[src/rtl/operand_entry_controller_if.sv]
// rtl/operand_entry_controller_if.sv - board I/O and processinho strobe bundle for operand_entry_controller
interface operand_entry_controller_if;
   logic [3:0] switches;
   logic       key_enter;
   logic       key_clear;
   logic [3:0] operando;
   logic       setRegA;
   logic       setRegB;
   logic [3:0] ula_operation;
   logic       latch_ula;
   logic [2:0] phase;
   logic       busy;

   modport master (
      input  switches, key_enter, key_clear,
      output operando, setRegA, setRegB, ula_operation, latch_ula, phase, busy
   );

   modport slave (
      output switches, key_enter, key_clear,
      input  operando, setRegA, setRegB, ula_operation, latch_ula, phase, busy
   );
endinterface

[src/rtl/operand_entry_controller.sv]
// rtl/operand_entry_controller.sv - debounced button sequencer capturing A, B and opcode for processinho
module operand_entry_debounce #(
   parameter int DEBOUNCE_CYCLES = 250000,
   parameter int CNT_W           = $clog2(DEBOUNCE_CYCLES)
) (
   input  logic clock,
   input  logic reset,
   input  logic key_n,
   output logic press_evt
);
   localparam logic [CNT_W-1:0] CNT_LAST = CNT_W'(DEBOUNCE_CYCLES - 1);

   logic             sync1, sync2, stable, stable_prev;
   logic [CNT_W-1:0] cnt;

   always_ff @(posedge clock or negedge reset) begin
      if (!reset) begin
         sync1       <= 1'b0;
         sync2       <= 1'b0;
         stable      <= 1'b0;
         stable_prev <= 1'b0;
         cnt         <= '0;
      end else begin
         sync1       <= ~key_n;
         sync2       <= sync1;
         stable_prev <= stable;
         // Any sample agreeing with the stable level restarts the count.
         if (sync2 != stable) begin
            if (cnt == CNT_LAST) begin
               stable <= sync2;
               cnt    <= '0;
            end else begin
               cnt <= cnt + CNT_W'(1);
            end
         end else begin
            cnt <= '0;
         end
      end
   end

   assign press_evt = stable & ~stable_prev;
endmodule

module operand_entry_controller #(
   parameter int DEBOUNCE_CYCLES = 250000,
   parameter int CNT_W           = $clog2(DEBOUNCE_CYCLES)
) (
   input  logic                        clock,
   input  logic                        reset,
   operand_entry_controller_if.master  bus
);
   typedef enum logic [2:0] {
      WAIT_A  = 3'd0,
      WAIT_B  = 3'd1,
      WAIT_OP = 3'd2,
      EXEC    = 3'd3,
      SHOW    = 3'd4
   } state_t;

   state_t     state_q, state_d;
   logic [3:0] operando_q, operando_d;
   logic [3:0] ula_q, ula_d;
   logic       set_a_q, set_a_d;
   logic       set_b_q, set_b_d;
   logic       latch_q, latch_d;
   logic       enter_evt, clear_evt;

   operand_entry_debounce #(.DEBOUNCE_CYCLES(DEBOUNCE_CYCLES), .CNT_W(CNT_W)) u_db_enter (
      .clock     (clock),
      .reset     (reset),
      .key_n     (bus.key_enter),
      .press_evt (enter_evt)
   );

   operand_entry_debounce #(.DEBOUNCE_CYCLES(DEBOUNCE_CYCLES), .CNT_W(CNT_W)) u_db_clear (
      .clock     (clock),
      .reset     (reset),
      .key_n     (bus.key_clear),
      .press_evt (clear_evt)
   );

   always_ff @(posedge clock or negedge reset) begin
      if (!reset) begin
         state_q    <= WAIT_A;
         operando_q <= 4'h0;
         ula_q      <= 4'h0;
         set_a_q    <= 1'b0;
         set_b_q    <= 1'b0;
         latch_q    <= 1'b0;
      end else begin
         state_q    <= state_d;
         operando_q <= operando_d;
         ula_q      <= ula_d;
         set_a_q    <= set_a_d;
         set_b_q    <= set_b_d;
         latch_q    <= latch_d;
      end
   end

   always_comb begin
      state_d    = state_q;
      operando_d = operando_q;
      ula_d      = ula_q;
      set_a_d    = 1'b0;
      set_b_d    = 1'b0;
      latch_d    = 1'b0;
      // Clear dominates enter; an EXEC cycle still fires its latch.
      if (clear_evt) begin
         state_d = WAIT_A;
         latch_d = (state_q == EXEC);
      end else begin
         case (state_q)
            WAIT_A: if (enter_evt) begin
               operando_d = bus.switches;
               set_a_d    = 1'b1;
               state_d    = WAIT_B;
            end
            WAIT_B: if (enter_evt) begin
               operando_d = bus.switches;
               set_b_d    = 1'b1;
               state_d    = WAIT_OP;
            end
            WAIT_OP: if (enter_evt) begin
               ula_d   = bus.switches;
               state_d = EXEC;
            end
            EXEC: begin
               latch_d = 1'b1;
               state_d = SHOW;
            end
            SHOW: if (enter_evt) begin
               state_d = WAIT_A;
            end
            default: state_d = WAIT_A;
         endcase
      end
   end

   assign bus.operando      = operando_q;
   assign bus.ula_operation = ula_q;
   assign bus.setRegA       = set_a_q;
   assign bus.setRegB       = set_b_q;
   assign bus.latch_ula     = latch_q;
   assign bus.phase         = state_q;
   assign bus.busy          = (state_q != WAIT_A);
endmodule

[src/flat_wrapper.sv]
// flat-port wrapper written by rule: the top's interface ports become plain ports
module operand_entry_controller_flat 
#(
   parameter int DEBOUNCE_CYCLES = 250000,
   parameter int CNT_W           = $clog2(DEBOUNCE_CYCLES)
)
  (clock, reset, bus_switches, bus_key_enter, bus_key_clear, bus_operando, bus_setRegA, bus_setRegB, bus_ula_operation, bus_latch_ula, bus_phase, bus_busy);
  operand_entry_controller_if bus_i ();
  input  logic clock;
  input  logic reset;
  input wire logic [$bits(bus_i.switches)-1:0] bus_switches;
  input wire logic [$bits(bus_i.key_enter)-1:0] bus_key_enter;
  input wire logic [$bits(bus_i.key_clear)-1:0] bus_key_clear;
  output wire logic [$bits(bus_i.operando)-1:0] bus_operando;
  output wire logic [$bits(bus_i.setRegA)-1:0] bus_setRegA;
  output wire logic [$bits(bus_i.setRegB)-1:0] bus_setRegB;
  output wire logic [$bits(bus_i.ula_operation)-1:0] bus_ula_operation;
  output wire logic [$bits(bus_i.latch_ula)-1:0] bus_latch_ula;
  output wire logic [$bits(bus_i.phase)-1:0] bus_phase;
  output wire logic [$bits(bus_i.busy)-1:0] bus_busy;
  assign bus_i.switches = bus_switches;
  assign bus_i.key_enter = bus_key_enter;
  assign bus_i.key_clear = bus_key_clear;
  assign bus_operando = bus_i.operando;
  assign bus_setRegA = bus_i.setRegA;
  assign bus_setRegB = bus_i.setRegB;
  assign bus_ula_operation = bus_i.ula_operation;
  assign bus_latch_ula = bus_i.latch_ula;
  assign bus_phase = bus_i.phase;
  assign bus_busy = bus_i.busy;
  operand_entry_controller #(.DEBOUNCE_CYCLES(DEBOUNCE_CYCLES), .CNT_W(CNT_W)) u_core (.clock(clock), .reset(reset), .bus(bus_i));
endmodule
[config.mk]
export PLATFORM = sky130hd
export DESIGN_NAME = operand_entry_controller_flat
export DESIGN_NICKNAME = d
export VERILOG_FILES = /design/src/rtl/operand_entry_controller_if.sv /design/src/rtl/operand_entry_controller.sv /design/src/flat_wrapper.sv
export SDC_FILE = /design/constraint.sdc
export NUM_CORES = 1
export LEC_CHECK = 0
export CAP_MARGIN = 20
export CELL_PAD_IN_SITES_DETAIL_PLACEMENT = 0
export CELL_PAD_IN_SITES_GLOBAL_PLACEMENT = 1
export CORE_AREA = 2 2 69 84
export CTS_BUF_LIST = sky130_fd_sc_hd__clkbuf_2
export CTS_CLUSTER_DIAMETER = 150
export DETAILED_ROUTE_END_ITERATION = 10
export DIE_AREA = 0 0 71 86
export MAX_ROUTING_LAYER = met4
export PLACE_DENSITY = 0.91
export SYNTH_ARGS = -nofsm -noshare
export SYNTH_HDL_FRONTEND = slang
export SYNTH_SLANG_ARGS = --single-unit
[constraint.sdc]
create_clock -name clock -period 4.73 [get_ports clock]
set_input_delay 1.1825 -clock clock [delete_from_list [all_inputs] [get_ports clock]]
set_output_delay 1.1825 -clock clock [all_outputs]
set_load 0.02 [all_outputs]
* Word level (Yosys, flattened, before mapping) *
Cells that the tools add are included.

storage, ports and cells
  memory bits (read-only) = 0
  bits in registers = 58
  memories kept = 0
  memory bits (writable) = 0
  bits in latches = 0
  word-level logic and storage cells = 62

cells by class
  bitwise logic cells = 7
  reductions and logical operators = 8
  $mul = 0
  shift operators = 0
  equality and inequality tests = 12
  mux-type cells = 17
  order comparisons = 0
  add/sub/neg operators = 2
  div/mod/pow operators = 0

operator list
  cell                                                    number
  two-way mux 18 bit                                      4
  adder 18 x 1 -> 18 bit (second input constant)          2
  equality test 18 bit (second input constant)            2
  two-way mux 3 bit                                       5
  one-hot mux 3 bit (5 select lines)                      1
  inequality test 3 x 1 -> 1 bit (second input constant)  4
  two-way mux 1 bit                                       7
  equality test 3 x 2 -> 1 bit (second input constant)    2
  AND reduction 3 bit                                     2
  inverter 1 bit                                          5
  AND reduction 2 bit                                     2
  AND reduction 4 bit                                     1
  equality test 3 x 1 -> 1 bit (second input constant)    1
  equality test 3 bit (second input constant)             1
  zero test 3 bit                                         1
  nonzero test 3 bit                                      1
  bitwise AND 1 bit                                       2
  inequality test 1 bit                                   2
  OR reduction 2 bit                                      1

* Logic depth before layout (Yosys ltp) *
  word-level depth = 5
  depth in mapped cells = 5
  depth with buffers taken out = 5

* Modules after synthesis *
A second synthesis with hierarchy kept.

second synthesis, totals
  cells, all modules = 242
  area total of the unflattened synthesis = 2683.8 um^2

by module, submodules not included
  module                    area an instance (um^2)  instances  sequential area each (um^2)  cells an instance
  operand_entry_debounce    1064.8                   2          550.5                        101
  operand_entry_controller  554.3                    1          350.3                        40

* Worst setup path before layout *
OpenSTA, ideal clock, no wires.

  path type = reg-to-output
  from = reg u_core.state_q[2] (netlist: u_core.bus.phase[2])
  to = out bus_busy
  required time = 3.548 ns
  setup slack = 2.496 ns
  data arrival time = 1.051 ns
  stages on the path, launching flop included = 3
  cell sequence = dfrtp_1 -> clkbuf_1 -> or3_1

on the way
  word-level cells in the longest chain between the ends = 1

ends and longest elaborated chain
  element                 line                             source
  from (decl)             operand_entry_controller.sv:60   state_t state_q, state_d;
  from (signal assigned)  operand_entry_controller.sv:91   state_q <= state_d;
  nonzero test 3 bit      operand_entry_controller.sv:145  assign bus.busy = (state_q != WAIT_A);
  to (decl)               flat_wrapper.sv:20               output wire logic [$bits(bus_i.busy)-1:0] bus_busy;

Every way passes these cells.

* Worst setup path after layout *
  from = reg u_core.state_q[0] (netlist: u_core.bus.phase[0])
  to = out bus_busy

The elaborated chain is that of the path after synthesis.

==> flow_summary.json <==
{
  "synth-compound-area-share_pct": 2.74,
  "wl_per_cell_um": 13.7,
  "cts-root-buf": "clkbuf_2",
  "cts_tree": "done",
  "ios": 23,
  "grt_max_degree": 38,
  "floorplan.die_area_mm2": 0.00611,
  "final_common_cell": "dfrtp_1",
  "syn_area_per_cell_um2": 10.6,
  "dpl.hpwl_um": 3240,
  "setup_viol_count_final": 0,
  "yosys_register_bits": 58,
  "fin_util_pct": 57.9,
  "p_seq_share_pct": 53.3,
  "worstPathArrival_ns": 1.86,
  "postCtsSetupRepairBufs": 0,
  "n_antenna_cell": 0,
  "slew_violations": 0,
  "synth_edf_count": 0,
  "ys_types": 31,
  "clockBufferDepth": 2,
  "clock_latency_ns": 0.48,
  "start_kind": "flip-flop",
  "start_util_pct": 49.5,
  "comb_power_share_pct": 4.0,
  "vias_per_cell": 5.47,
  "p_int_mw": 0.746,
  "yosysWarnings": 0,
  "ctsResizeCount": 0,
  "synthTopCellsByArea": "dfrtp_1 (56%), xnor2_1 (7.7%), nor2_1 (6.3%)",
  "ant_nets": 0,
  "gp_congestion": 0.837,
  "netlist_area_mm2": 0.00260,
  "hp-class": "flip-flop to flip-flop",
  "switching_share_pct": 22.0,
  "outcome": "finished, final reports clean",
  "finalCritPeriodShare_pct": 64.4,
  "drt_iter0_drc": 141,
  "cp_slowest_stage_delay_ns": 0.54,
  "grt_use_total_pct": 18.2,
  "worst_path_max_delay_cell": "clkdlybuf4s50_1",
  "clk_pin_slew_ns": 0.17,
  "end_kind": "primary output",
  "core_mm2": 0.00526,
  "final_nets": 287,
  "clock_skew_ns": 0.0180,
  "syn2layout_area_growth_pct": 17.1,
  "path_cells": "or3_1, clkdlybuf4s50_1",
  "p_sw_mw": 0.211,
  "fp-row-count": 29,
  "p_leak_nw": 1.26,
  "synth_top_cell_by_area": "dfrtp_1",
  "synth.top_cell.area_share_pct": 55.8,
  "synth_top_family_by_area": "simple AND/OR/NAND/NOR gates",
  "io_buffers": 22,
  "synth-simple-area-share_pct": 23.3,
  "hold_viol_final": 0,
  "cts_htree_levels": 3,
  "first_pass_iters": 4,
  "final_cell_mix": "dfrtp_1 (58), nor2_1 (44), xnor2_1 (23)",
  "num_vias": 1882,
  "overflow": 0,
  "yosys.area_share.adder_pct": 0.962,
  "cap_violations": 0,
  "synthMuxAreaShare_pct": 4.33,
  "cp.required_ns": 3.55,
  "setup_tns_ns": 0,
  "max_freq_mhz": 328,
  "period_minus_slack_ns": 3.05,
  "synth-async-reset-ratio_pct": 100,
  "ir_worst_vdd_mv": 0.225,
  "syn_inst": 245,
  "synth_nets": 255,
  "fp.dieW_um": 71,
  "clock_power_share_pct": 42.8,
  "drc": 0,
  "slew_headroom_pct": 45.2,
  "grt_pass1_wl_um": 8380,
  "crit_type": "flip-flop to primary output",
  "grt_pass1_vias": 1871,
  "rsz0062_at_grt": "false",
  "die_h_um": 86,
  "ys_seq_area_share_pct": 55.8,
  "synthFlopType": "dfrtp_1",
  "power.density_mw_per_mm2": 314,
  "drive_gt1_share_pct": 11.0,
  "power_mw": 0.956,
  "wirelength_um": 4730,
  "critPathMaxFanout": 7,
  "cts_hold_buf": 0,
  "antenna_found_initial": 0,
  "worst_pin_slew_ns": 0.814,
  "cts_buffers": 9,
  "cts_sinks": 58,
  "synth_xor_area_share_pct": 10.8
}
## synthesized netlist by cell type (2+ instances only)
cell / instances
or3_1: 4
xor2_1: 9
or4_1: 3
nand2_1: 9
mux2_2: 10
xnor2_1: 23
inv_1: 10
a21oi_1: 4
nand4_1: 13
dfrtp_1: 58
ha_1: 2
nor2b_1: 3
nor3_1: 15
nor4_1: 10
nor2_1: 44
nand3_1: 12
clkbuf_1: 2
## power by group through the flow
stage | Sequential, mW | Clock [mW] | Combinational (mW)
floorplan | 0.520 | 0 | 0.0144
global placement | 0.519 | 0 | 0.0384
detailed placement | 0.519 | 0 | 0.0388
CTS | 0.510 | 0.418 | 0.0391
global route | 0.511 | 0.436 | 0.0439
finish | 0.510 | 0.409 | 0.0378
## worst max-delay path: cells and delay by family (launching register included)
family	cells	cell delay, ns
buffers and inverters	1	0.54
DFF	1	0.47
and+or+nand+nor	1	0.39
## final timing paths
| check | from | to | slack, ns | cells past startpoint |
|---|---|---|---|---|
| setup / recovery | u_core.bus.phase[0] | bus_busy | 1.68 | 2 |
| hold / removal | u_core.u_db_enter.sync1 | u_core.u_db_enter.sync2 | 0.37 | 0 |
| setup reg to reg | u_core.u_db_enter.cnt[6] | u_core.u_db_enter.cnt[12] | 2.52 | 4 |
| hold reg to reg | u_core.u_db_enter.sync1 | u_core.u_db_enter.sync2 | 0.37 | 0 |
| max in group asynchronous | reset | u_core.u_db_enter.cnt[0] | 3.17 | 2 |
| min in group asynchronous | reset | u_core.u_db_clear.cnt[10] | 0.77 | 1 |
## stage by stage
stage	area, µm²	cells	hold slack (ns)	setup slack [ns]
4_1_cts	3050	344	0.376	1.65
3_3_place_gp	2890	328	0.333	2.22
6_report	3050	344	0.366	1.68
5_1_grt	3050	344	0.386	1.59
2_1_floorplan	2600	245	0.331	2.50
3_5_place_dp	2890	328	0.337	2.20
## sequential cells by signal (all words and copies together) (netlist names), 3 cells and up
| register | count |
|---|---|
| u_core.bus.ula_operation | 4 |
| u_core.u_db_enter.cnt | 18 |
| u_core.bus.phase | 3 |
| u_core.u_db_clear.cnt | 18 |
| u_core.bus.operando | 4 |
## final cells by class
class                           instances  area (µm²)
Sequential cell                        58        1450
Inverter                               10        37.5
Tap cell                               62        77.6
Multi-Input combinational cell        174        1090
Timing Repair Buffer                   24         230
Clock inverter                          6         105
Clock buffer                           10        50.0
Fill cell                             437        2210
## cells by family (layout without fill, tap and decap cells)
| family | after synthesis | count (layout) |
|---|---|---|
| adder cells (fa/ha/maj) | 2 | 2 |
| buffers and inverters | 13 | 50 |
| AND/OR/NAND/NOR | 121 | 121 |
| AO/OA/AOI/OAI | 9 | 9 |
| multiplexers | 10 | 10 |
| XOR/XNOR | 32 | 32 |
| flip-flops | 58 | 58 |
## per-layer routing
metal / up-vias / part of all wire, % / GRT usage [%] / wire [µm]
met4: 0 / 1.6 / 8.40 / 74
met1: 924 / 46 / 22.3 / 2200
met5: - / 0 / - / 0
li1: 914 / - / - / -
met2: 37 / 48 / 28.0 / 2280
met3: 7 / 3.7 / 5.05 / 176
No activity file was read; power rests on OpenSTA's default activity.
==> edit 1: new RTL, config.mk and constraints unchanged <==
Take the reset off `operando_q` and load it in a clocked block of its own.
--- a/src/rtl/operand_entry_controller.sv
+++ b/src/rtl/operand_entry_controller.sv
@@ -84,3 +84,2 @@
          state_q    <= WAIT_A;
-         operando_q <= 4'h0;
          ula_q      <= 4'h0;
@@ -91,3 +90,2 @@
          state_q    <= state_d;
-         operando_q <= operando_d;
          ula_q      <= ula_d;
@@ -97,2 +95,6 @@
       end
+   end
+
+   always_ff @(posedge clock) begin
+      operando_q <= operando_d;
    end
Function: no difference found for any inputs over 10 cycles, from zero or initial values and one cycle with reset low; that may be too few to reach the edited logic, so the function may still have changed.
==> edit 1 against the original RTL <==
Via count is 4.1% lower; first-iteration DRC count is 5.0% lower; clock skew is 0.0060 ns lower; power is 5.1% higher; sequential cell count stayed put; synthesized area is 0.77% lower; clock power is 13% higher; worst setup slack worse by 0.056 ns; wire length is 5.1% lower; final area stayed put.
==> edit 1: results <==
status:
  outcome: "finished, final reports clean"
logic_synthesis:
  synth_xor_area_frac: 0.109
  async_flop_share: 0.931
  synth_mux_area_frac: 0.0344
  yosysSeqAreaShare: 0.570
  synthTopCellsByCount: "dfrtp_1 (54), nor2_1 (46), xnor2_1 (23)"
  synth_fa_ha_area_frac: 0.00969
  synth_nets: 251
  ys.warnings.count: 0
  synth_cell_types: 33
  synth_compound_area_frac: 0.0237
  synthTopCellsByArea: "dfrtp_1 (52%), xnor2_1 (7.8%), nor2_1 (6.7%)"
  synth_edf_count: 4
  synth_cells: 241
final_layout:
  clk_share: 0.0587
  seq_area_mm2: 0.00147
  reg_top3: "u_core.u_db_clear.cnt: 18 flops, u_core.u_db_enter.cnt: 18 flops"
  largest_cell_class: "sequential cells"
  drive_gt1_frac: 0.105
  fillers: 462
  buf_share: 0.0756
  nFlopsAndLatches: 58
  multi_input_area_share: 0.345
  num-multi-input-gates: 169
  final_nets: 282
grt:
  grt_util_all_layers: 0.174
  grt_first_pass_wirelength_um: 8000
  antenna_found_initial: 0
  grt_max_degree: 32
  grt_pass1_vias: 1830
power:
  pwr-share-comb: 0.029
  intPower_uw: 798
  peakVddDrop_v: 0.000273
  pg_clk_uw: 463
  leakagePower_uw: 0.00127
setup_path:
  cp_max_fo: 9
  crit_path_start: "u_core.bus.phase[0]"
  crit_family: "buffers and inverters"
  cpPeakStageDelay_ns: 0.54
  arrival_ns: 1.92
  reg2reg_from: "u_core.u_db_enter.cnt[13]"
timing:
  worst_pin_slew_ns: 0.853
  skew_ns: 0.0120
detailed_routing:
  drt_iter0_drc: 134
  vias_per_cell: 5.32
  dr.pass1.iters: 4
  wl_um: 4490
  detail_route.wl_per_cell_um: 13.2
cts:
  clock_latency_ns: 0.49
  htreeDepth: 3
  numCtsBuffers: 9
  clockBufferDepth: 2
  cts-root-buf: "clkbuf_2"
  cts_resized: 0
placement:
  io_buffers: 22
  dp_hpwl_um: 3130
  dp.cells: 323
  gp_congestion: 0.770
worst_hold_path:
  hold_start: "u_core.u_db_clear.sync1"
edit 1: cell count changes in the layout (fill, tap and decap cells not counted), sizes merged, moves of 2 or more:
| cell | unedited run | this run |
|---|---|---|
| nor2 | 44 | 46 |
| dfrtp | 58 | 54 |
| nor4 | 10 | 12 |
| a21oi | 4 | 2 |
| mux2 | 10 | 7 |
| nor3 | 15 | 10 |
| nand2 | 9 | 11 |
| edfxtp | 0 | 4 |
edit 1: metal layers:
layer	global-route usage	share of wire	vias up
met2	0.278	0.50	41
met3	0.0353	0.031	12
li1	-	-	897
met1	0.201	0.44	854
met4	0.110	0.029	0
met5	-	0	-
edit 1: final timing paths:
path | to | slack, ns | depth (start not counted)
max in group asynchronous | u_core.u_db_clear.cnt[2] | 3.29 | 2
worst max register to register | u_core.u_db_enter.cnt[3] | 2.52 | 4
worst min register to register | u_core.u_db_clear.sync2 | 0.37 | 0
worst max-delay path | bus_busy | 1.63 | 2
min in group asynchronous | u_core.u_db_enter.cnt[6] | 0.65 | 1
worst min-delay path | u_core.u_db_clear.sync2 | 0.37 | 0
edit 1: cells by family after synthesis:
group / Yosys count
DFF: 58
buffers and inverters: 14
adders and majority gates: 2
muxes: 8
AOI/OAI and AO/OA: 7
xor gates and xnor gates: 32
and+or+nand+nor: 120
edit 1: metrics by stage:
step	worst slack (ns)	hold WS [ns]	power (uW)	area (um^2)	util
after floorplan	2.44	0.331	533	2580	-
after global placement	2.18	0.333	552	2870	0.545
after detailed placement	2.16	0.339	552	2870	0.545
after CTS	1.60	0.378	1010	3050	0.579
after global routing	1.57	0.368	1040	3050	0.579
final	1.63	0.374	1000	3050	0.579
==> edit 2: new RTL, config.mk and constraints unchanged <==
Without the edit above. `DEBOUNCE_CYCLES` is set to 250000 in 3 places; all go to 62500.
--- a/src/rtl/operand_entry_controller.sv
+++ b/src/rtl/operand_entry_controller.sv
@@ -2,3 +2,3 @@
 module operand_entry_debounce #(
-   parameter int DEBOUNCE_CYCLES = 250000,
+   parameter int DEBOUNCE_CYCLES = 62500,
    parameter int CNT_W           = $clog2(DEBOUNCE_CYCLES)
@@ -44,3 +44,3 @@
 module operand_entry_controller #(
-   parameter int DEBOUNCE_CYCLES = 250000,
+   parameter int DEBOUNCE_CYCLES = 62500,
    parameter int CNT_W           = $clog2(DEBOUNCE_CYCLES)
--- a/src/flat_wrapper.sv
+++ b/src/flat_wrapper.sv
@@ -3,3 +3,3 @@
 #(
-   parameter int DEBOUNCE_CYCLES = 250000,
+   parameter int DEBOUNCE_CYCLES = 62500,
    parameter int CNT_W           = $clog2(DEBOUNCE_CYCLES)
Function: same outputs for any inputs over 10 cycles, from zero or initial values and one cycle with reset low; that may be too few to reach the edited logic, so the function may still have changed.
==> edit 2 against the original RTL <==
Final area fell by 10%; worst setup slack better by 0.018 ns; maximum frequency grew 0.60%; core utilization down 5.9 points; first-iteration DRC count fell by 74%; wire length fell by 14%; synthesized area down 7.4%; sequential cell count decreased by 4; combinational power fell by 26%; power fell by 28%; critical path type unchanged; critical endpoint unchanged.
==> edit 2: results <==
grt:
  grt_util_all_layers: 0.156
  grt_max_degree: 55
  use_met2: 0.252
  grt_pass1_vias: 1542
  globalRouteMet3Util: 0.0317
  grtUsageMet1: 0.191
  grt_first_pass_wirelength_um: 7280
logic_synthesis:
  synth_nets: 224
  ys.warnings.count: 0
  synthTopCellsByArea: "dfrtp_1 (56%), xnor2_1 (8.0%), nor2_1 (5.6%)"
  yosysSeqAreaShare: 0.560
  synthTopCellsByCount: "dfrtp_1 (54), nor2_1 (36), xnor2_1 (22)"
  synth_cells: 214
  synth_cell_types: 34
setup_path:
  r2r_cells: 5
  r2r_slack_ns: 2.93
  crit_path_start: "u_core.bus.phase[0]"
  cp_max_fo: 9
  reg2reg_from: "u_core.u_db_enter.cnt[0]"
  r2r_end: "u_core.u_db_enter.cnt[3]"
  cp_slowest_cell: "clkdlybuf4s50_1"
detailed_routing:
  detail_route.wl_per_cell_um: 13.4
  drt_iter0_drc: 36
  vias: 1594
  wl_met1_um: 1860
  wl_met2_um: 2080
  top_layer_used: "met4"
  wl_met3_um: 59
  dr.pass1.iters: 4
final_layout:
  drive_gt1_frac: 0.132
  fillers: 461
  final_nets: 251
  reg_top3: "u_core.u_db_clear.cnt: 16 flops, u_core.u_db_enter.cnt: 16 flops"
  diodes: 0
  final_cell_count_no_fill: 304
  fin_util: 0.520
placement:
  place_area_mm2: 0.00269
  place_ws_ns: 2.20
  dp_hpwl_um: 2830
  gp_congestion: 0.800
power:
  intPower_uw: 518
  peakVddDrop_v: 0.000170
  leakagePower_uw: 0.00118
status:
  outcome: "finished, final reports clean"
cts:
  clk_pin_slew_ns: 0.25
  clockBufferDepth: 2
  htreeDepth: 2
  cts-root-buf: "clkbuf_2"
  numCtsBuffers: 5
  clock_latency_ns: 0.44
  cts_setup_buffers: 0
  cts_resized: 0
worst_hold_path:
  min_to: "u_core.u_db_enter.sync2"
  hold_start: "u_core.u_db_enter.sync1"
timing:
  holdWs_ns: 0.390
  max_slew_margin: 0.562
  skew_ns: 0.0249
[edit 2: worst max-delay path, delay by kind of cell (launching register included)]
kind                   cells  cell delay (ns)
AND/OR/NAND/NOR            1             0.37
flip-flops                 1             0.51
buffers and inverters      1             0.54
[edit 2: kinds of logic (layout without fill, tap and decap cells)]
| kind of cell | count (synthesis) | count (layout) | synth area share |
|---|---|---|---|
| fa+ha+maj | 2 | 2 | 0.0104 |
| compound gates | 3 | 3 | 0.00778 |
| simple gates | 105 | 105 | 0.247 |
| flops | 54 | 54 | 0.560 |
| xor+xnor | 30 | 30 | 0.109 |
| mux | 10 | 10 | 0.0467 |
| buf+inv | 10 | 38 | 0.0192 |
[edit 2: worst max-delay path by stage]
stage          endpoint  cells past startpoint  slack (ns)
4_1_cts        bus_busy                      2        1.65
6_report       bus_busy                      2        1.70
5_1_grt        bus_busy                      2        1.59
3_3_place_gp   bus_busy                      2        2.21
2_1_floorplan  bus_busy                      1        2.57
3_5_place_dp   bus_busy                      2        2.20
[edit 2: cell type report]
| class | instances | area (um^2) | area share |
|---|---|---|---|
| flip-flops and latches | 54 | 1350 | 0.494 |
| multi-input cells | 150 | 1010 | 0.371 |
| repair buffers | 23 | 223 | 0.0814 |
| well taps | 62 | 77.6 | 0.0284 |
| clock buffers | 6 | 30.0 | 0.0110 |
| inverters | 7 | 26.3 | 0.00961 |
| clock inverters | 2 | 13.8 | 0.00503 |
[edit 2: power by group through the flow]
stage / combinational [uW] / clock (uW) / sequential (uW)
finish: 27.8 / 182 / 474
detailed placement: 28.7 / 0 / 482
CTS: 29.1 / 194 / 475
floorplan: 12.9 / 0 / 480
global route: 32.8 / 209 / 476
global placement: 28.4 / 0 / 482
